### src/rtl/i2s_mic_ctrl_if.sv
// i2s_mic_ctrl_if: sample read port of the I2S microphone controller.
// Optional macro I2S_MIC_CTRL_STEREO_EN adds rd_chan alongside rd_data.
//
// Handshake: rd_valid is high while the FIFO holds at least one sample.
// rd_data (and rd_chan) show the head entry whenever rd_valid is high.
// The head is consumed on a rising HCLK edge where rd_valid && rd_ready.
// rd_ready may be high while rd_valid is low; nothing is consumed then.
// rd_valid never depends on rd_ready.
interface i2s_mic_ctrl_if #(
    parameter int SAMPLE_W   = 24,
    parameter int FIFO_DEPTH = 8
);
    logic [SAMPLE_W-1:0]           rd_data;
    logic                          rd_valid;
    logic                          rd_ready;
    logic [$clog2(FIFO_DEPTH):0]   level;
`ifdef I2S_MIC_CTRL_STEREO_EN
    logic                          rd_chan;

    modport master (output rd_data, rd_valid, rd_chan, level, input rd_ready);
    modport slave  (input rd_data, rd_valid, rd_chan, level, output rd_ready);
`else
    modport master (output rd_data, rd_valid, level, input rd_ready);
    modport slave  (input rd_data, rd_valid, level, output rd_ready);
`endif
endinterface

### src/rtl/i2s_mic_ctrl.sv
// i2s_mic_ctrl: I2S master receive controller.
// Generates i2s_clk/ws from HCLK, captures one slot per frame (MSB first,
// one-bit I2S delay), queues samples in a show-ahead FIFO read through
// i2s_mic_ctrl_if. Start-up discards one warm-up frame; stop completes the
// current frame before returning to IDLE.
// Optional macro I2S_MIC_CTRL_STEREO_EN: capture both slots and store the
// slot id with each sample (rd_chan, 0 = left).
module i2s_mic_ctrl #(
    parameter int CLK_DIV_W  = 8,
    parameter int SAMPLE_W   = 24,
    parameter int FRAME_BITS = 32,
    parameter int FIFO_DEPTH = 8
) (
    input  logic                 HCLK,
    input  logic                 HRESET,
    input  logic                 en,
    input  logic [CLK_DIV_W-1:0] clk_div,
    input  logic                 chan_sel,
    input  logic                 i2s_sd,
    output logic                 i2s_clk,
    output logic                 ws,
    output logic                 overflow,
    input  logic                 ovf_clr,
    output logic                 busy,
    output logic [1:0]           state_dbg,
    i2s_mic_ctrl_if.master       rd_if
);

    localparam int PTR_W = $clog2(FIFO_DEPTH);
    localparam int LVL_W = PTR_W + 1;
    localparam int BIT_W = $clog2(2 * FRAME_BITS);
`ifdef I2S_MIC_CTRL_STEREO_EN
    localparam int ENTRY_W = SAMPLE_W + 1;
`else
    localparam int ENTRY_W = SAMPLE_W;
`endif

    localparam logic [BIT_W-1:0] BIT_LAST  = BIT_W'(2 * FRAME_BITS - 1);
    localparam logic [BIT_W-1:0] BIT_HALF  = BIT_W'(FRAME_BITS);
    localparam logic [BIT_W-1:0] IDX_LAST  = BIT_W'(SAMPLE_W);
    localparam logic [LVL_W-1:0] LVL_FULL  = LVL_W'(FIFO_DEPTH);

    typedef enum logic [1:0] {
        ST_IDLE   = 2'd0,
        ST_WARMUP = 2'd1,
        ST_RUN    = 2'd2,
        ST_STOP   = 2'd3
    } state_t;

    // Sequencer / clock generator / capture state
    state_t                 state_q, state_d;
    logic [CLK_DIV_W-1:0]   div_cnt_q, div_cnt_d;
    logic [CLK_DIV_W-1:0]   clk_div_q, clk_div_d;
    logic                   chan_sel_q, chan_sel_d;
    logic                   i2s_clk_q, i2s_clk_d;
    logic                   ws_q, ws_d;
    logic [BIT_W-1:0]       bit_cnt_q, bit_cnt_d;
    logic [SAMPLE_W-1:0]    shift_q, shift_d;
    logic                   push_q, push_d;
`ifdef I2S_MIC_CTRL_STEREO_EN
    logic                   push_chan_q, push_chan_d;
`endif

    // FIFO state
    logic [ENTRY_W-1:0]     mem_q [FIFO_DEPTH];
    logic [ENTRY_W-1:0]     mem_d [FIFO_DEPTH];
    logic [PTR_W-1:0]       wr_ptr_q, wr_ptr_d;
    logic [PTR_W-1:0]       rd_ptr_q, rd_ptr_d;
    logic [LVL_W-1:0]       count_q, count_d;
    logic                   overflow_q, overflow_d;

    // Combinational helpers
    logic                   tick;
    logic                   fall;
    logic                   rise;
    logic                   wrap;
    logic                   capture_slot;
    logic                   capturing;
    logic [BIT_W-1:0]       slot_idx;
    logic                   fifo_pop;
    logic                   fifo_full;
    logic                   push_ok;
    logic [ENTRY_W-1:0]     push_entry;
    logic [ENTRY_W-1:0]     head;
    logic                   valid;

    // Next-state: divider, bit counter, ws, capture shifter and FSM
    always_comb begin
        state_d    = state_q;
        div_cnt_d  = div_cnt_q;
        clk_div_d  = clk_div_q;
        chan_sel_d = chan_sel_q;
        i2s_clk_d  = i2s_clk_q;
        ws_d       = ws_q;
        bit_cnt_d  = bit_cnt_q;
        shift_d    = shift_q;
        push_d     = 1'b0;
`ifdef I2S_MIC_CTRL_STEREO_EN
        push_chan_d = push_chan_q;
`endif
        tick = (div_cnt_q == clk_div_q);
        fall = 1'b0;
        rise = 1'b0;
        wrap = 1'b0;
        slot_idx = (bit_cnt_q >= BIT_HALF) ? (bit_cnt_q - BIT_HALF) : bit_cnt_q;

        // Divider runs in every state except IDLE
        if (state_q != ST_IDLE) begin
            if (tick) begin
                div_cnt_d = '0;
                i2s_clk_d = ~i2s_clk_q;
                fall      = i2s_clk_q;
                rise      = ~i2s_clk_q;
            end else begin
                div_cnt_d = div_cnt_q + 1'b1;
            end
        end

        // Bit position and ws advance only on the falling i2s_clk toggle
        if (fall) begin
            wrap      = (bit_cnt_q == BIT_LAST);
            bit_cnt_d = wrap ? '0 : (bit_cnt_q + 1'b1);
            ws_d      = (bit_cnt_d >= BIT_HALF);
        end

`ifdef I2S_MIC_CTRL_STEREO_EN
        capture_slot = 1'b1;
`else
        capture_slot = (ws_q == chan_sel_q);
`endif
        capturing = (state_q == ST_RUN) || (state_q == ST_STOP);

        // Slot index 0 is the I2S delay bit; 1..SAMPLE_W carry the sample
        if (rise && capturing && capture_slot &&
            (slot_idx != '0) && (slot_idx <= IDX_LAST)) begin
            shift_d = {shift_q[SAMPLE_W-2:0], i2s_sd};
            if (slot_idx == IDX_LAST) begin
                push_d = 1'b1;
`ifdef I2S_MIC_CTRL_STEREO_EN
                push_chan_d = ws_q;
`endif
            end
        end

        case (state_q)
            ST_IDLE: begin
                if (en) begin
                    state_d    = ST_WARMUP;
                    clk_div_d  = clk_div;
                    chan_sel_d = chan_sel;
                end
            end
            ST_WARMUP: begin
                if (!en) begin
                    state_d = ST_IDLE;
                end else if (wrap) begin
                    state_d = ST_RUN;
                end
            end
            ST_RUN: begin
                if (!en) begin
                    state_d = ST_STOP;
                end
            end
            ST_STOP: begin
                // en is deliberately not looked at: the frame always completes
                if (wrap) begin
                    state_d = ST_IDLE;
                end
            end
            default: state_d = ST_IDLE;
        endcase

        // Entering or staying in IDLE parks the bus with everything at zero
        if (state_d == ST_IDLE) begin
            div_cnt_d = '0;
            i2s_clk_d = 1'b0;
            ws_d      = 1'b0;
            bit_cnt_d = '0;
        end
    end

    // Sequencer registers
    always_ff @(posedge HCLK or posedge HRESET) begin
        if (HRESET) begin
            state_q    <= ST_IDLE;
            div_cnt_q  <= '0;
            clk_div_q  <= '0;
            chan_sel_q <= 1'b0;
            i2s_clk_q  <= 1'b0;
            ws_q       <= 1'b0;
            bit_cnt_q  <= '0;
            shift_q    <= '0;
            push_q     <= 1'b0;
`ifdef I2S_MIC_CTRL_STEREO_EN
            push_chan_q <= 1'b0;
`endif
        end else begin
            state_q    <= state_d;
            div_cnt_q  <= div_cnt_d;
            clk_div_q  <= clk_div_d;
            chan_sel_q <= chan_sel_d;
            i2s_clk_q  <= i2s_clk_d;
            ws_q       <= ws_d;
            bit_cnt_q  <= bit_cnt_d;
            shift_q    <= shift_d;
            push_q     <= push_d;
`ifdef I2S_MIC_CTRL_STEREO_EN
            push_chan_q <= push_chan_d;
`endif
        end
    end

`ifdef I2S_MIC_CTRL_STEREO_EN
    assign push_entry = {push_chan_q, shift_q};
`else
    assign push_entry = shift_q;
`endif

    // FIFO next-state: a push into a full FIFO survives only with a pop
    always_comb begin
        mem_d      = mem_q;
        wr_ptr_d   = wr_ptr_q;
        rd_ptr_d   = rd_ptr_q;
        count_d    = count_q;
        overflow_d = overflow_q;

        fifo_pop  = (count_q != '0) && rd_if.rd_ready;
        fifo_full = (count_q == LVL_FULL);
        push_ok   = push_q && (!fifo_full || fifo_pop);

        if (push_ok) begin
            mem_d[wr_ptr_q] = push_entry;
            wr_ptr_d        = wr_ptr_q + 1'b1;
        end
        if (fifo_pop) begin
            rd_ptr_d = rd_ptr_q + 1'b1;
        end
        case ({push_ok, fifo_pop})
            2'b10:   count_d = count_q + 1'b1;
            2'b01:   count_d = count_q - 1'b1;
            default: count_d = count_q;
        endcase

        // A drop in the same cycle as a clear leaves the flag set
        if (ovf_clr) begin
            overflow_d = 1'b0;
        end
        if (push_q && !push_ok) begin
            overflow_d = 1'b1;
        end
    end

    // FIFO registers; contents survive IDLE and are flushed only by reset
    always_ff @(posedge HCLK or posedge HRESET) begin
        if (HRESET) begin
            mem_q      <= '{default: '0};
            wr_ptr_q   <= '0;
            rd_ptr_q   <= '0;
            count_q    <= '0;
            overflow_q <= 1'b0;
        end else begin
            mem_q      <= mem_d;
            wr_ptr_q   <= wr_ptr_d;
            rd_ptr_q   <= rd_ptr_d;
            count_q    <= count_d;
            overflow_q <= overflow_d;
        end
    end

    assign head  = mem_q[rd_ptr_q];
    assign valid = (count_q != '0);

    assign rd_if.rd_valid = valid;
    assign rd_if.rd_data  = valid ? head[SAMPLE_W-1:0] : '0;
    assign rd_if.level    = count_q;
`ifdef I2S_MIC_CTRL_STEREO_EN
    assign rd_if.rd_chan  = valid ? head[ENTRY_W-1] : 1'b0;
`endif

    assign i2s_clk   = i2s_clk_q;
    assign ws        = ws_q;
    assign overflow  = overflow_q;
    assign busy      = (state_q != ST_IDLE);
    assign state_dbg = state_q;

endmodule

### src/flat_wrapper.sv
// flat-port wrapper written by rule: the top's interface ports become plain ports
module i2s_mic_ctrl_flat 
#(
    parameter int CLK_DIV_W  = 8,
    parameter int SAMPLE_W   = 24,
    parameter int FRAME_BITS = 32,
    parameter int FIFO_DEPTH = 8
)
  (HCLK, HRESET, en, clk_div, chan_sel, i2s_sd, i2s_clk, ws, overflow, ovf_clr, busy, state_dbg, rd_if_rd_data, rd_if_rd_valid, rd_if_level, rd_if_rd_ready);
  i2s_mic_ctrl_if #(.SAMPLE_W(SAMPLE_W), .FIFO_DEPTH(FIFO_DEPTH)) rd_if_i ();
  input  logic HCLK;
  input  logic HRESET;
  input  logic en;
  input  logic [CLK_DIV_W-1:0] clk_div;
  input  logic chan_sel;
  input  logic i2s_sd;
  output logic i2s_clk;
  output logic ws;
  output logic overflow;
  input  logic ovf_clr;
  output logic busy;
  output logic [1:0] state_dbg;
  output wire logic [$bits(rd_if_i.rd_data)-1:0] rd_if_rd_data;
  output wire logic [$bits(rd_if_i.rd_valid)-1:0] rd_if_rd_valid;
  output wire logic [$bits(rd_if_i.level)-1:0] rd_if_level;
  input wire logic [$bits(rd_if_i.rd_ready)-1:0] rd_if_rd_ready;
  assign rd_if_rd_data = rd_if_i.rd_data;
  assign rd_if_rd_valid = rd_if_i.rd_valid;
  assign rd_if_level = rd_if_i.level;
  assign rd_if_i.rd_ready = rd_if_rd_ready;
  i2s_mic_ctrl #(.CLK_DIV_W(CLK_DIV_W), .SAMPLE_W(SAMPLE_W), .FRAME_BITS(FRAME_BITS), .FIFO_DEPTH(FIFO_DEPTH)) u_core (.HCLK(HCLK), .HRESET(HRESET), .en(en), .clk_div(clk_div), .chan_sel(chan_sel), .i2s_sd(i2s_sd), .i2s_clk(i2s_clk), .ws(ws), .overflow(overflow), .ovf_clr(ovf_clr), .busy(busy), .state_dbg(state_dbg), .rd_if(rd_if_i));
endmodule
### config.mk
export PLATFORM = sky130hd
export DESIGN_NAME = i2s_mic_ctrl_flat
export DESIGN_NICKNAME = d
export VERILOG_FILES = /design/src/rtl/i2s_mic_ctrl_if.sv /design/src/rtl/i2s_mic_ctrl.sv /design/src/flat_wrapper.sv
export SDC_FILE = /design/constraint.sdc
export NUM_CORES = 1
export LEC_CHECK = 0
export CAP_MARGIN = 30
export CORE_ASPECT_RATIO = 0.8
export CORE_UTILIZATION = 30
export CTS_CLUSTER_DIAMETER = 50
export CTS_CLUSTER_SIZE = 30
export DETAILED_ROUTE_END_ITERATION = 8
export PLACE_DENSITY = 0.46
export SYNTH_ARGS = -nofsm -noshare
export SYNTH_HDL_FRONTEND = slang
export SYNTH_SLANG_ARGS = --single-unit
### constraint.sdc
create_clock -name HCLK -period 10.1 [get_ports HCLK]
set_input_delay 1.01 -clock HCLK [delete_from_list [all_inputs] [get_ports HCLK]]
set_output_delay 1.01 -clock HCLK [all_outputs]
set_load 0.01 [all_outputs]
# == After elaboration in Yosys (flattened, before gate mapping) ==
# Index checks and enable logic that the tools add are counted.
# word_totals
ff_bits,255
in_bits,15
wordCells,106
# op_classes
addsub,7
n_lt_le_gt_ge,6
eq_ne,10
muxes,35
bitwise_logic,3
reduce_logical,24
# ops
operator,count
$bwmux 192,1
$mux 24,4
$bmux 24 s3,1
$demux 24 s3,1
$mux 6,4
$mux 8,3
$mux 1,14
$ge 6x6->1 const B,2
$reduce_bool 2->1,6
$mux 2,5
$add 8x1->8 const B,1
$eq 8x8->1,1
$ge 4x4->1 const B,2
$logic_and 1x1->1,8
$not 3->4,2
$pmux 2 s4,1
$pmux 4 s2,1
$add 3x1->3 const B,2
$add 6x1->6 const B,1
$eq 2x2->1 const B,3
$eq 6x5->1 const B,1
$eq 6x6->1 const B,1
$le 6x5->1 const B,1
$reduce_bool 6->1,1
other kinds (13),18

# == Logic depth before layout (Yosys ltp) ==
# logic_depth
depth_word,10
ltp_mapped,12

# == Worst setup path after synthesis ==
# Ideal clock, no wire load.
# synth_timing
path_kind,register to output
startpoint,register u_core.rd_ptr_q[0]
endpoint,output port rd_if_rd_data[10]
t_arrival_ns,1.810
path_slack_ns,7.280
stages_incl_launch_ff,7
path_cell_list,dfrtp_1 -> clkbuf_1 -> buf_2 -> buf_2 -> mux4_2 -> mux2i_1 -> nor2_1
# synth_via
elab_chain_len,5
# synth_lines
element,line_no,text
"start, declared",i2s_mic_ctrl.sv:68,"logic [PTR_W-1:0] rd_ptr_q, rd_ptr_d;"
"start signal, assigned",i2s_mic_ctrl.sv:265,rd_ptr_q <= rd_ptr_d;
$not 3->4 (not written as such),i2s_mic_ctrl.sv:271,assign head = mem_q[rd_ptr_q];
$bmux 24 s3,i2s_mic_ctrl.sv:271,
$mux 24 (not written as such) (2 in series),i2s_mic_ctrl.sv:271,
$mux 24,i2s_mic_ctrl.sv:275,assign rd_if.rd_data = valid ? head[SAMPLE_W-1:0] : '0;
"end, declared",flat_wrapper.sv:23,output wire logic [$bits(rd_if_i.rd_data)-1:0] rd_if_rd_data;
# Every way passes these cells. The select of a mux whose other input is x is not followed.

# == Worst setup path after layout ==
# layout_timing
startpoint,register u_core.rd_ptr_q[0]
endpoint,output port rd_if_rd_data[23]
# Same word-level chain as after synthesis.

==> run metrics <==
slowest stage cell, crit path=buf_4; Mapped Cells=816; P&R area growth vs syn=17.3%; Power Dens Cells=200 mW/mm^2; Seq/Total Area, Yosys=54.8%; Root Driver=clkbuf_16; Tcrit/Tclk final=43.8%; clk_lat worst skew=0.55 ns; path type of the worst min-delay path=reg -> reg; Primary FF master, synth=dfrtp_1; vias in the first global route=6,922; main area contributors after synthesis=dfrtp_1, mux2_2, mux4_2; # diodes=0; Max Fclk=226 MHz; top cell type's share of synthesized area=54.8%; cell chain of the critical path=buf_4, mux4_2, mux2i_1, nor2_1, clkdlybuf4s50_1; critical path type=reg -> out; initial antenna violation count=0; RSZ-0062 raised after global routing=false; Lkg Pwr=6.44 nW; worst path arrival time=3.42 ns; Initial DRC Count=331; TritonCTS Buffers=29; Vias=6,576; dominant cell type by area after synthesis=dfrtp_1; Worst Reg-to-Reg Cells=11; DRC=0; global-route wire length before repair=42,700 microns; Top Layer Used=met4; setup tns final=0 ns; startpoint types=flip-flop; total of max-cap violations=0; Seq cells post-synth=255; cell depth of the worst hold path=2; max-slew violations=0; metal3 WL=717 microns; Rel. slew slack=37.6%; largest net degree at the start of global routing=142; num ports=50; Fin. Hold Viols=0; CTS resizes=0; worst setup path start=u_core.rd_ptr_q[0]$_DFFE_PP0P_; WL per Instance=19.3 microns; hold_buf cts=0; CP max stage delay=0.72 ns; fin nets=866; DIE WIDTH=222 microns; Synth Cell Area=0.0117 sq mm; fin crit period=4.43 ns; Design Power=2.73 mW; average size of a mapped cell=14.3 sq um; share of layout cells above drive strength 1=40.8%; H-tree Lvls=1; share of synthesized flip-flops with an asynchronous set or reset=100%; routed vias/inst=4.84; 1st-pass router iterations=6; status=finished, final reports clean; final setup vio count=0; Core ar.=0.0383 sq mm; Synth Net Count=840; CP Capture Type=output pin; CTS Sinks=255; GRT Total Usage=13.9%; met2 wire length=11,400 microns; Crit Path Max Fanout=38; CTS tree=built; met1 WL=13,700 microns; clk_skew=0.0105 ns; port bufs=49; Crit path required time=9.09 ns; Synth cell types=49; CTS Buffer Depth=3; Starting Density=30.4%; Routed Antenna Nets=0; Post-synth EDFFs=0; postcts setup bufs=0; post-DP HPWL=14,400 microns; die footprint=0.0396 sq mm; Die Ht=178 microns; Worst Tran Pin Value=0.933 ns; total gr overflow=0; HP Start=u_core.clk_div_q[4]$_DFFE_PP0P_; GPL Wtd Cong=0.695; Site Rows=64; Synth Warn #=0; VDD IR max=0.150 mV; drt total wl=26,200 microns; clk slew on worst S/H paths=0.06 ns; FF-to-FF Start=u_core.rd_if.level[0]$_DFFE_PP0P_
-- path summary, 6_finish.rpt --
kind / endpoint / slack, ns
setup / recovery: rd_if_rd_data[23] / 5.67
hold / removal: u_core.clk_div_q[4]$_DFFE_PP0P_ / 0.50
setup reg to reg: u_core.rd_if.level[3]$_DFFE_PP0P_ / 6.72
hold reg to reg: u_core.clk_div_q[4]$_DFFE_PP0P_ / 0.50
max in group asynchronous: u_core.mem_q[112]$_DFFE_PP0P_ / 7.76
min in group asynchronous: u_core.overflow$_DFFE_PP0P_ / 0.99
-- layout by cell type, fill, tap and decap left out, types with 5 or more instances in the layout --
cell             synthesis  routed
xor2_1                   8       8
mux4_2                  48      48
clkdlybuf4s50_1          0      49
inv_1                   15      14
ha_1                     8       8
bufinv_16                0       5
o21ai_0                 10      10
xnor2_1                 14      14
clkinvlp_4               0       5
nand2_1                 45      45
a21oi_1                  7       7
mux2i_1                 25      25
buf_4                    1      10
or3_1                    7       7
nor2_1                  38      37
dfrtp_1                255     252
clkbuf_16                0      29
mux2_2                 218     218
-- where the power goes --
group | switching, mW | total, mW | internal [mW]
registers | 0.0850 | 1.15 | 1.07
clock network | 0.447 | 1.12 | 0.675
logic | 0.250 | 0.455 | 0.205
-- cell usage after synthesis (4+ instances only) --
library cell / instances
buf_2: 22
nor3_1: 4
mux2_2: 218
xor2_1: 8
mux2i_1: 25
o21ai_0: 10
ha_1: 8
nand3_1: 5
mux4_2: 48
dfrtp_1: 255
nor2_1: 38
or3_1: 7
nand4_1: 4
xnor2_1: 14
a21oi_1: 7
nand2_1: 45
buf_1: 28
clkbuf_1: 14
inv_1: 15
-- sequential cells by signal (all words and copies together), names as in the netlist --
signal and cells:
u_core.div_cnt_q 8, u_core.push_q 1, u_core.mem_q 192, u_core.clk_div_q 8, u_core.wr_ptr_q 3, u_core.i2s_clk 1
u_core.rd_if.level 4, u_core.rd_ptr_q 3, u_core.ws 1, u_core.chan_sel_q 1, u_core.push_entry 24, u_core.bit_cnt_q 6
u_core.state_dbg 2, u_core.overflow 1
-- critical path: cells and delay by family, from the launching register on --
family	cells	cell delay (ns)
flops	1	0.60
buf+inv	2	1.24
mux	2	0.91
simple gates	1	0.09
-- cells by family (layout without fill, tap and decap cells) --
kind of cell             after synthesis  count (layout)  synth area share, %
AO/OA/AOI/OAI                         27              27                 1.43
XOR/XNOR                              22              22                 1.65
adder cells (fa/ha/maj)                9               9                 1.03
buffers and inverters                 83             132                 3.09
flip-flops                           255             255                 54.8
multiplexers                         291             291                 32.5
AND/OR/NAND/NOR                      129             129                 5.53
-- stage by stage --
step           area [sq um]  instances  hold slack [ns]  setup slack [ns]  util (%)
5_1_grt               13700       1360            0.514              5.48      35.7
4_1_cts               13700       1360            0.502              5.60      35.7
2_1_floorplan         11700        816            0.465              2.08         -
6_report              13700       1360            0.500              5.67      35.7
3_5_place_dp          12600       1306            0.488              6.20      33.0
3_3_place_gp          12600       1304            0.482              6.22      32.9
-- layer usage --
layer  GRT usage (%)  up-vias
met5               0        -
met4            2.61        0
met3            2.39       29
met2            20.9       59
met1            20.9     3520
li1                -     2968
-- layout make-up --
type                       instances  area, sq um
clock inverter                    20          260
clock buffer                      34          764
fill                            3722        24600
tap                              495          619
multi-input combinational        478         4940
inverter                          16         70.1
sequential                       255         6390
timing repair buffer              62          633
Power figures use the tool's default switching activity.
